===== src/rtl/main_fsm.sv =====
// main_fsm: multicycle RISC-V main control FSM.
// Steps each instruction through Fetch/Decode/Execute/Memory/Writeback,
// produces the Moore-type enables and mux selects for the datapath
// (all except ImmSrc and ALUControl) and counts retired instructions.
// Optional feature macro: MAIN_FSM_MEM_READY_EN adds a mem_ready input that
// stalls FETCH, MEMREAD and MEMWR and masks the writes issued in them.
module main_fsm #(
  parameter int CNT_W = 32
) (
  input  logic             clk,
  input  logic             reset_n,
  input  logic [6:0]       op,
`ifdef MAIN_FSM_MEM_READY_EN
  input  logic             mem_ready,
`endif
  output logic             PCUpdate,
  output logic             Branch,
  output logic             RegWrite,
  output logic             MemWrite,
  output logic             IRWrite,
  output logic [1:0]       ResultSrc,
  output logic [1:0]       ALUSrcA,
  output logic [1:0]       ALUSrcB,
  output logic             AdrSrc,
  output logic [1:0]       ALUOp,
  output logic             illegal_instr,
  output logic [3:0]       state,
  output logic [CNT_W-1:0] instret
);

  typedef enum logic [3:0] {
    S_RST     = 4'd0,
    S_FETCH   = 4'd1,
    S_DECODE  = 4'd2,
    S_MEMADR  = 4'd3,
    S_MEMREAD = 4'd4,
    S_MEMWB   = 4'd5,
    S_MEMWR   = 4'd6,
    S_EXER    = 4'd7,
    S_EXEI    = 4'd8,
    S_ALUWB   = 4'd9,
    S_BEQ     = 4'd10,
    S_JAL     = 4'd11,
    S_ILLEGAL = 4'd15
  } state_t;

  // Opcodes understood by the sequencer.
  localparam logic [6:0] OP_LOAD   = 7'b0000011;
  localparam logic [6:0] OP_STORE  = 7'b0100011;
  localparam logic [6:0] OP_RTYPE  = 7'b0110011;
  localparam logic [6:0] OP_ITYPE  = 7'b0010011;
  localparam logic [6:0] OP_BRANCH = 7'b1100011;
  localparam logic [6:0] OP_JAL    = 7'b1101111;

  // Mux select encodings.
  localparam logic [1:0] RES_ALUOUT  = 2'b00;
  localparam logic [1:0] RES_DATA    = 2'b01;
  localparam logic [1:0] RES_ALURES  = 2'b10;
  localparam logic [1:0] SRCA_PC     = 2'b00;
  localparam logic [1:0] SRCA_OLDPC  = 2'b01;
  localparam logic [1:0] SRCA_RS1    = 2'b10;
  localparam logic [1:0] SRCB_WDATA  = 2'b00;
  localparam logic [1:0] SRCB_IMM    = 2'b01;
  localparam logic [1:0] SRCB_FOUR   = 2'b10;
  localparam logic [1:0] ALUOP_ADD   = 2'b00;
  localparam logic [1:0] ALUOP_SUB   = 2'b01;
  localparam logic [1:0] ALUOP_FUNCT = 2'b10;

  state_t           state_q, state_d;
  logic [CNT_W-1:0] instret_q, instret_d;
  logic             retire;
  logic             mem_rdy;

  // Without the handshake the memory is treated as always ready.
`ifdef MAIN_FSM_MEM_READY_EN
  assign mem_rdy = mem_ready;
`else
  assign mem_rdy = 1'b1;
`endif

  // State and retired-instruction counter registers.
  always_ff @(posedge clk or negedge reset_n) begin
    if (!reset_n) begin
      state_q   <= S_RST;
      instret_q <= '0;
    end else begin
      state_q   <= state_d;
      instret_q <= instret_d;
    end
  end

  // Next-state and Moore output decode; outputs depend only on the state
  // (and on mem_ready for stall masking), never on op.
  always_comb begin
    state_d       = state_q;
    retire        = 1'b0;
    PCUpdate      = 1'b0;
    Branch        = 1'b0;
    RegWrite      = 1'b0;
    MemWrite      = 1'b0;
    IRWrite       = 1'b0;
    ResultSrc     = RES_ALUOUT;
    ALUSrcA       = SRCA_PC;
    ALUSrcB       = SRCB_WDATA;
    AdrSrc        = 1'b0;
    ALUOp         = ALUOP_ADD;
    illegal_instr = 1'b0;

    case (state_q)
      S_RST: begin
        state_d = S_FETCH;
      end

      S_FETCH: begin
        // PC+4 computed on the ALU while the instruction is read at PC.
        IRWrite   = mem_rdy;
        PCUpdate  = mem_rdy;
        AdrSrc    = 1'b0;
        ALUSrcA   = SRCA_PC;
        ALUSrcB   = SRCB_FOUR;
        ALUOp     = ALUOP_ADD;
        ResultSrc = RES_ALURES;
        if (mem_rdy) begin
          state_d = S_DECODE;
        end
      end

      S_DECODE: begin
        // Speculatively form OldPC + imm as a branch/jump target.
        ALUSrcA = SRCA_OLDPC;
        ALUSrcB = SRCB_IMM;
        ALUOp   = ALUOP_ADD;
        case (op)
          OP_LOAD, OP_STORE: state_d = S_MEMADR;
          OP_RTYPE:          state_d = S_EXER;
          OP_ITYPE:          state_d = S_EXEI;
          OP_BRANCH:         state_d = S_BEQ;
          OP_JAL:            state_d = S_JAL;
          default:           state_d = S_ILLEGAL;
        endcase
      end

      S_MEMADR: begin
        ALUSrcA = SRCA_RS1;
        ALUSrcB = SRCB_IMM;
        ALUOp   = ALUOP_ADD;
        if (op == OP_LOAD) begin
          state_d = S_MEMREAD;
        end else begin
          state_d = S_MEMWR;
        end
      end

      S_MEMREAD: begin
        AdrSrc    = 1'b1;
        ResultSrc = RES_ALUOUT;
        if (mem_rdy) begin
          state_d = S_MEMWB;
        end
      end

      S_MEMWB: begin
        ResultSrc = RES_DATA;
        RegWrite  = 1'b1;
        retire    = 1'b1;
        state_d   = S_FETCH;
      end

      S_MEMWR: begin
        AdrSrc    = 1'b1;
        ResultSrc = RES_ALUOUT;
        MemWrite  = mem_rdy;
        if (mem_rdy) begin
          retire  = 1'b1;
          state_d = S_FETCH;
        end
      end

      S_EXER: begin
        ALUSrcA = SRCA_RS1;
        ALUSrcB = SRCB_WDATA;
        ALUOp   = ALUOP_FUNCT;
        state_d = S_ALUWB;
      end

      S_EXEI: begin
        ALUSrcA = SRCA_RS1;
        ALUSrcB = SRCB_IMM;
        ALUOp   = ALUOP_FUNCT;
        state_d = S_ALUWB;
      end

      S_JAL: begin
        // Jump to the target formed in DECODE; ALU produces OldPC+4 as link.
        ALUSrcA   = SRCA_OLDPC;
        ALUSrcB   = SRCB_FOUR;
        ALUOp     = ALUOP_ADD;
        ResultSrc = RES_ALUOUT;
        PCUpdate  = 1'b1;
        state_d   = S_ALUWB;
      end

      S_ALUWB: begin
        ResultSrc = RES_ALUOUT;
        RegWrite  = 1'b1;
        retire    = 1'b1;
        state_d   = S_FETCH;
      end

      S_BEQ: begin
        ALUSrcA   = SRCA_RS1;
        ALUSrcB   = SRCB_WDATA;
        ALUOp     = ALUOP_SUB;
        ResultSrc = RES_ALUOUT;
        Branch    = 1'b1;
        retire    = 1'b1;
        state_d   = S_FETCH;
      end

      S_ILLEGAL: begin
        // Parked with every enable low until reset.
        illegal_instr = 1'b1;
        state_d       = S_ILLEGAL;
      end

      default: begin
        // Unused encodings recover to FETCH with all outputs low.
        state_d = S_FETCH;
      end
    endcase
  end

  // Retired-instruction counter; wraps naturally at 2^CNT_W.
  always_comb begin
    instret_d = instret_q;
    if (retire) begin
      instret_d = instret_q + CNT_W'(1);
    end
  end

  assign state   = state_q;
  assign instret = instret_q;

endmodule


===== config.mk =====
export PLATFORM = sky130hd
export DESIGN_NAME = main_fsm
export DESIGN_NICKNAME = d
export VERILOG_FILES = /design/src/rtl/main_fsm.sv
export SDC_FILE = /design/constraint.sdc
export NUM_CORES = 1
export LEC_CHECK = 0
export BUFFER_PORTS_ARGS = -buffer_cell sky130_fd_sc_hd__buf_2
export CORE_MARGIN = 1.5
export CORE_UTILIZATION = 46
export DETAILED_ROUTE_END_ITERATION = 6
export HOLD_SLACK_MARGIN = 0.08
export PLACE_DENSITY_LB_ADDON = 0.1
export SETUP_SLACK_MARGIN = 0.4
export SLEW_MARGIN = 20
export SYNTH_ARGS = -nofsm -noshare
export SYNTH_HDL_FRONTEND = slang
export SYNTH_SLANG_ARGS = --single-unit

===== constraint.sdc =====
create_clock -name clk -period 1.8 [get_ports clk]
set_clock_uncertainty 0.05 [all_clocks]
set_input_delay 0.18 -clock clk [delete_from_list [all_inputs] [get_ports clk]]
set_output_delay 0.18 -clock clk [all_outputs]
set_load 0.03 [all_outputs]

==> impl_results.html <==
<table>
<tr><th>Metric</th><th>Value</th></tr>
<tr><th colspan="2">Worst setup path</th></tr>
<tr><td>Register-to-register setup slack</td><td>0.01 ns</td></tr>
<tr><td>Endpoint required time on the critical path</td><td>1.57 ns</td></tr>
<tr><td>Peak fanout along the critical path</td><td>4</td></tr>
<tr><td>Critical Path Start</td><td>state[1]</td></tr>
<tr><td>Element type at the critical path start</td><td>flop</td></tr>
<tr><td>Element type at the critical path end</td><td>primary output</td></tr>
<tr><td>Highest cell delay on the worst timing path</td><td>0.48 ns</td></tr>
<tr><td>Data arrival time of the critical path</td><td>about 1.6 ns</td></tr>
<tr><td>Library cell contributing the largest single delay on the critical path</td><td>sky130_fd_sc_hd__dfrtp_2</td></tr>
<tr><td>FF-to-FF path depth</td><td>4</td></tr>
<tr><td>Startpoint of the most critical register-to-register path</td><td>state[0]</td></tr>
<tr><td>Capturing point of the worst reg2reg path</td><td>instret[9]</td></tr>
<tr><td>Number of buffer and inverter stages on the critical path</td><td>2</td></tr>
<tr><td>Category of the critical setup timing path</td><td>flop to primary output</td></tr>
<tr><td>Cell class contributing the biggest share of worst-path delay</td><td>simple AND/OR/NAND/NOR gates</td></tr>
<tr><td>Logic depth of the worst setup path including buffers</td><td>4</td></tr>
<tr><td>Cells along the critical path</td><td>buf_8, nor2b_4, nor4b_4, buf_6</td></tr>
<tr><td>Capture point of the critical path</td><td>ALUSrcB[1]</td></tr>
<tr><th colspan="2">Die</th></tr>
<tr><td>Area of the die</td><td>approximately 0.0046 sq mm</td></tr>
<tr><td>Chip Width</td><td>68.0 um</td></tr>
<tr><td>Number of primary I/O pins</td><td>60</td></tr>
<tr><td>Area inside the core boundary</td><td>0.00403 sq mm</td></tr>
<tr><td>Die span in y</td><td>between 60 and 70 um</td></tr>
<tr><td>Cell Rows</td><td>23</td></tr>
<tr><td>Effective utilization at floorplan</td><td>48.2%</td></tr>
<tr><th colspan="2">Routing</th></tr>
<tr><td>Wire length per cell after detailed routing</td><td>21.6 um</td></tr>
<tr><td>DRC Markers</td><td>0</td></tr>
<tr><td>Number of nets with antenna violations after routing</td><td>0</td></tr>
<tr><td>Via count</td><td>2117</td></tr>
<tr><td>Vias per cell</td><td>5.96</td></tr>
<tr><td>Number of DRC markers in iteration 0</td><td>about 150</td></tr>
<tr><td>Total Wirelength</td><td>between 7 and 8 mm</td></tr>
<tr><td>Number of iterations in the first detailed-routing pass</td><td>4</td></tr>
<tr><th colspan="2">Pwr</th></tr>
<tr><td>Total power after layout</td><td>5.43 mW</td></tr>
<tr><td>Power density of the placed cells</td><td>1530 mW/mm^2</td></tr>
<tr><td>Pint</td><td>3.06 mW</td></tr>
<tr><td>Largest vdd supply drop</td><td>0.00128 V</td></tr>
<tr><td>Power share of the clock group</td><td>13.3%</td></tr>
<tr><td>Part of the total power dissipated in sequential elements</td><td>21.6%</td></tr>
<tr><td>Portion of total power attributed to combinational logic</td><td>65.2%</td></tr>
<tr><td>Net Switching</td><td>2.37 mW</td></tr>
<tr><td>Switching power share of the total</td><td>43.6%</td></tr>
<tr><td>Static leakage power</td><td>between 1.5 and 2 nW</td></tr>
<tr><th colspan="2">Worst hold path</th></tr>
<tr><td>Hold Path Class</td><td>input port to flop</td></tr>
<tr><td>Hold_sp</td><td>op[4]</td></tr>
<tr><th colspan="2">Yosys</th></tr>
<tr><td>Portion of netlist area occupied by mux cells</td><td>1.10%</td></tr>
<tr><td>Leading area contributor after synthesis</td><td>sky130_fd_sc_hd__dfrtp_1</td></tr>
<tr><td>Adder and majority cell fraction of the synthesized area</td><td>less than 1%</td></tr>
<tr><td>Dominant combinational cell family by area after synthesis</td><td>simple AND/OR/NAND/NOR gates</td></tr>
<tr><td>Commonest register cell after synthesis</td><td>sky130_fd_sc_hd__dfrtp_1</td></tr>
<tr><td>Post-Syn Area</td><td>0.00194 sq mm</td></tr>
<tr><td>Complex-gate fraction of the synthesized area</td><td>3.99%</td></tr>
<tr><td>Syn avg cell area</td><td>between 9 and 10 sq um</td></tr>
<tr><td>Synth area leaders</td><td>sky130_fd_sc_hd__dfrtp_1, sky130_fd_sc_hd__xnor2_1, sky130_fd_sc_hd__nand4_1, sky130_fd_sc_hd__nand3_1, sky130_fd_sc_hd__xor2_1</td></tr>
<tr><td>Post-Synth Simple-Gate Area</td><td>29.5%</td></tr>
<tr><td>Fraction of post-synthesis cell area in the top cell type by area</td><td>46.4%</td></tr>
<tr><td>Area share of xor/xnor cells in the synthesized design</td><td>between 10% and 20%</td></tr>
<tr><td>Part of the Yosys area used for sequential elements</td><td>a little under half</td></tr>
<tr><td>Number of synthesis warnings</td><td>0</td></tr>
<tr><td>#FFs+latches synth</td><td>36</td></tr>
<tr><td>Number of flops mapped to enable cells by yosys</td><td>0</td></tr>
<tr><td>Synth cell types</td><td>35</td></tr>
<tr><td>Syn nets</td><td>211</td></tr>
<tr><td>Post-synthesis cell count</td><td>201</td></tr>
<tr><td>Share of flip-flops with an asynchronous set or reset</td><td>100%</td></tr>
<tr><th colspan="2">STA</th></tr>
<tr><td>Worst rel slew slack</td><td>between 70% and 80%</td></tr>
<tr><td>Clock period minus final worst setup slack</td><td>1.84 ns</td></tr>
<tr><td>Tcrit/Tclk final</td><td>102%</td></tr>
<tr><td>Fmax</td><td>543 MHz</td></tr>
<tr><td>Setup slack after layout</td><td>-0.0403 ns</td></tr>
<tr><td>Actual slew at the worst max-slew pin</td><td>0.421 ns</td></tr>
<tr><td>Setup repair after global routing missed its margin</td><td>true</td></tr>
<tr><td>Final setup fails</td><td>1</td></tr>
<tr><td>Number of hold violations in the final report</td><td>0</td></tr>
<tr><td>Slew Limit Fails</td><td>0</td></tr>
<tr><th colspan="2">Layout</th></tr>
<tr><td>Post-route insts no fill</td><td>355</td></tr>
<tr><td>Number of nets in the layout</td><td>314</td></tr>
<tr><td>FILL cells</td><td>174</td></tr>
<tr><td>Final Core Density</td><td>88.3%</td></tr>
<tr><td>Area used by multi-input combinational logic</td><td>0.00153 sq mm</td></tr>
<tr><td>Register cell area after layout</td><td>just over 900 sq um</td></tr>
<tr><td>Final cell area excluding filler cells</td><td>0.00356 sq mm</td></tr>
<tr><td>Area delta synth-&gt;final</td><td>83.2%</td></tr>
<tr><td>Antenna Diode Count</td><td>0</td></tr>
<tr><td>Ratio of cells with drive above 1 in the final layout</td><td>roughly three fifths</td></tr>
<tr><th colspan="2">Clocking</th></tr>
<tr><td>TritonCTS buffer count</td><td>5</td></tr>
<tr><td>Clock insertion delay at the later pin of the skew report</td><td>approximately 0.29 ns</td></tr>
<tr><td>Number of levels in the clock H-tree</td><td>2</td></tr>
<tr><td>CTS tree</td><td>done</td></tr>
<tr><td>Number of buffers between clock root and the deepest sink</td><td>2</td></tr>
<tr><td>Clock slew at the register clock pins of the worst setup and hold paths</td><td>0.08 ns</td></tr>
<tr><td>Total number of clock tree sinks</td><td>36</td></tr>
<tr><td>Cell at the root of the clock tree</td><td>sky130_fd_sc_hd__clkbuf_8</td></tr>
<tr><th colspan="2">Global route</th></tr>
<tr><td>Global Route Usage Sum</td><td>between 20% and 30%</td></tr>
<tr><td>Pin count of the biggest net entering global routing</td><td>21</td></tr>
<tr><td>Via count of the first global-routing pass</td><td>approximately 1800</td></tr>
<tr><td>Global-route wire length before repair</td><td>8.77 mm</td></tr>
<tr><td>Overflow after GRT</td><td>0</td></tr>
<tr><td>Antenna violations before repair</td><td>0</td></tr>
<tr><th colspan="2">Outcome</th></tr>
<tr><td>Violated checks</td><td>setup timing</td></tr>
<tr><td>Status</td><td>complete, but fails checks</td></tr>
<tr><th colspan="2">Job</th></tr>
<tr><td>Max Cap Violations</td><td>0</td></tr>
<tr><th colspan="2">Place</th></tr>
<tr><td>Placer Congestion</td><td>0.806</td></tr>
<tr><td>Number of cells in the design after placement</td><td>approximately 310</td></tr>
<tr><td>Count of input and output buffers</td><td>59</td></tr>
<tr><td>Final HPWL from detailed placement</td><td>3.36 mm</td></tr>
<tr><td>Placed instance area</td><td>around 0.0026 sq mm</td></tr>
<tr><td>Setup Slack @ Placement</td><td>0.0664 ns</td></tr>
</table>
## cell type report
class | instances | share of cell area, %
Clock buffer | 5 | 1.93
Clock inverter | 3 | 1.20
Multi-Input combinational cell | 152 | 42.9
Tap cell | 50 | 1.76
Sequential cell | 36 | 25.8
Inverter | 4 | 0.422
Timing Repair Buffer | 105 | 25.9
## through the flow
stage,hold slack [ns],TNS [ns]
after floorplan,-0.166,0
after global placement,0.0736,0
after detailed placement,0.0735,0
after CTS,0.162,0
after global routing,0.228,-0.325
final,0.227,-0.0403
## logic make-up (layout without fill, tap and decap cells)
| logic type | Yosys count | in the layout |
|---|---|---|
| DFF | 36 | 36 |
| xor gates and xnor gates | 34 | 34 |
| and+or+nand+nor | 103 | 103 |
| adders and majority gates | 1 | 1 |
| muxes | 2 | 2 |
| buffers and inverters | 13 | 117 |
| AOI/OAI and AO/OA | 12 | 12 |
## worst min-delay path: stages
cell and delay, ns:
sky130_fd_sc_hd__buf_2 0.14, sky130_fd_sc_hd__o311ai_2 0.13, sky130_fd_sc_hd__nand3b_1 0.09
## cell usage after synthesis, types with 2 or more instances
| library cell | number |
|---|---|
| sky130_fd_sc_hd__inv_1 | 4 |
| sky130_fd_sc_hd__nor4_1 | 4 |
| sky130_fd_sc_hd__nand4_1 | 17 |
| sky130_fd_sc_hd__nand3_1 | 18 |
| sky130_fd_sc_hd__buf_2 | 2 |
| sky130_fd_sc_hd__nand2_1 | 12 |
| sky130_fd_sc_hd__dfrtp_1 | 36 |
| sky130_fd_sc_hd__nor3_2 | 3 |
| sky130_fd_sc_hd__and3_1 | 2 |
| sky130_fd_sc_hd__nor4b_1 | 2 |
| sky130_fd_sc_hd__clkbuf_1 | 5 |
| sky130_fd_sc_hd__xnor2_1 | 26 |
| sky130_fd_sc_hd__nand2b_1 | 9 |
| sky130_fd_sc_hd__o21ai_0 | 5 |
| sky130_fd_sc_hd__nand3b_1 | 2 |
| sky130_fd_sc_hd__buf_4 | 2 |
| sky130_fd_sc_hd__nor3_1 | 8 |
| sky130_fd_sc_hd__nor2_1 | 18 |
| sky130_fd_sc_hd__xor2_1 | 8 |
| sky130_fd_sc_hd__a21oi_1 | 2 |
| sky130_fd_sc_hd__nor2b_1 | 2 |
## state kept, by name, summed over array words and instances (netlist names)
register / flops
instret: 32
state: 4
## what timing repair did
item | 4_1_cts | 5_1_grt
hold buffers | 1 | 0
buffers inserted | 20 | 10
hold endpoints to repair | 16 | 0
resized for setup | 73 | 55
setup endpoints to repair | 49 | 54
cloned | 2 | 0
pin swaps | 26 | 29
## metal layers
metal	track usage, %	wire, um
met5	0	0
met1	32.5	2890
met4	7.25	338
met2	45.5	4090
met3	3.62	360
## how the worst min path moves through the flow
stage | endpoint | slack [ns] | cells after the start
after global routing | state[1] | 0.23 | 3
after global placement | instret[10] | 0.07 | 1
after CTS | state[1] | 0.16 | 3
after floorplan | instret[0] | -0.17 | 0
after detailed placement | instret[8] | 0.07 | 1
final | state[1] | 0.23 | 3
## power groups by stage
| stage | Combinational, mW | Sequential (mW) | Clock (mW) |
|---|---|---|---|
| finish | 3.54 | 1.17 | 0.720 |
| global route | 3.66 | 1.18 | 0.751 |
| CTS | 2.93 | 1.13 | 0.715 |
| detailed placement | 2.06 | 1.13 | 0 |
| global placement | 2.05 | 1.12 | 0 |
| floorplan | 1.43 | 1.34 | 0 |
## layout by cell type, fill, tap and decap left out, types with 5 or more instances in the layout
cell	n
sky130_fd_sc_hd__dfrtp_1	22
sky130_fd_sc_hd__nor3_4	6
sky130_fd_sc_hd__nand3_4	5
sky130_fd_sc_hd__buf_6	35
sky130_fd_sc_hd__clkbuf_8	5
sky130_fd_sc_hd__nand3_2	5
sky130_fd_sc_hd__nand4_1	17
sky130_fd_sc_hd__nor2_1	6
sky130_fd_sc_hd__xor2_1	7
sky130_fd_sc_hd__nand2b_4	5
sky130_fd_sc_hd__dfrtp_2	14
sky130_fd_sc_hd__xnor2_1	20
sky130_fd_sc_hd__buf_4	20
sky130_fd_sc_hd__nand2_1	9
sky130_fd_sc_hd__buf_12	5
sky130_fd_sc_hd__nor2_4	11
sky130_fd_sc_hd__buf_2	41
sky130_fd_sc_hd__nand3_1	8
Power figures use the tool's default switching activity.
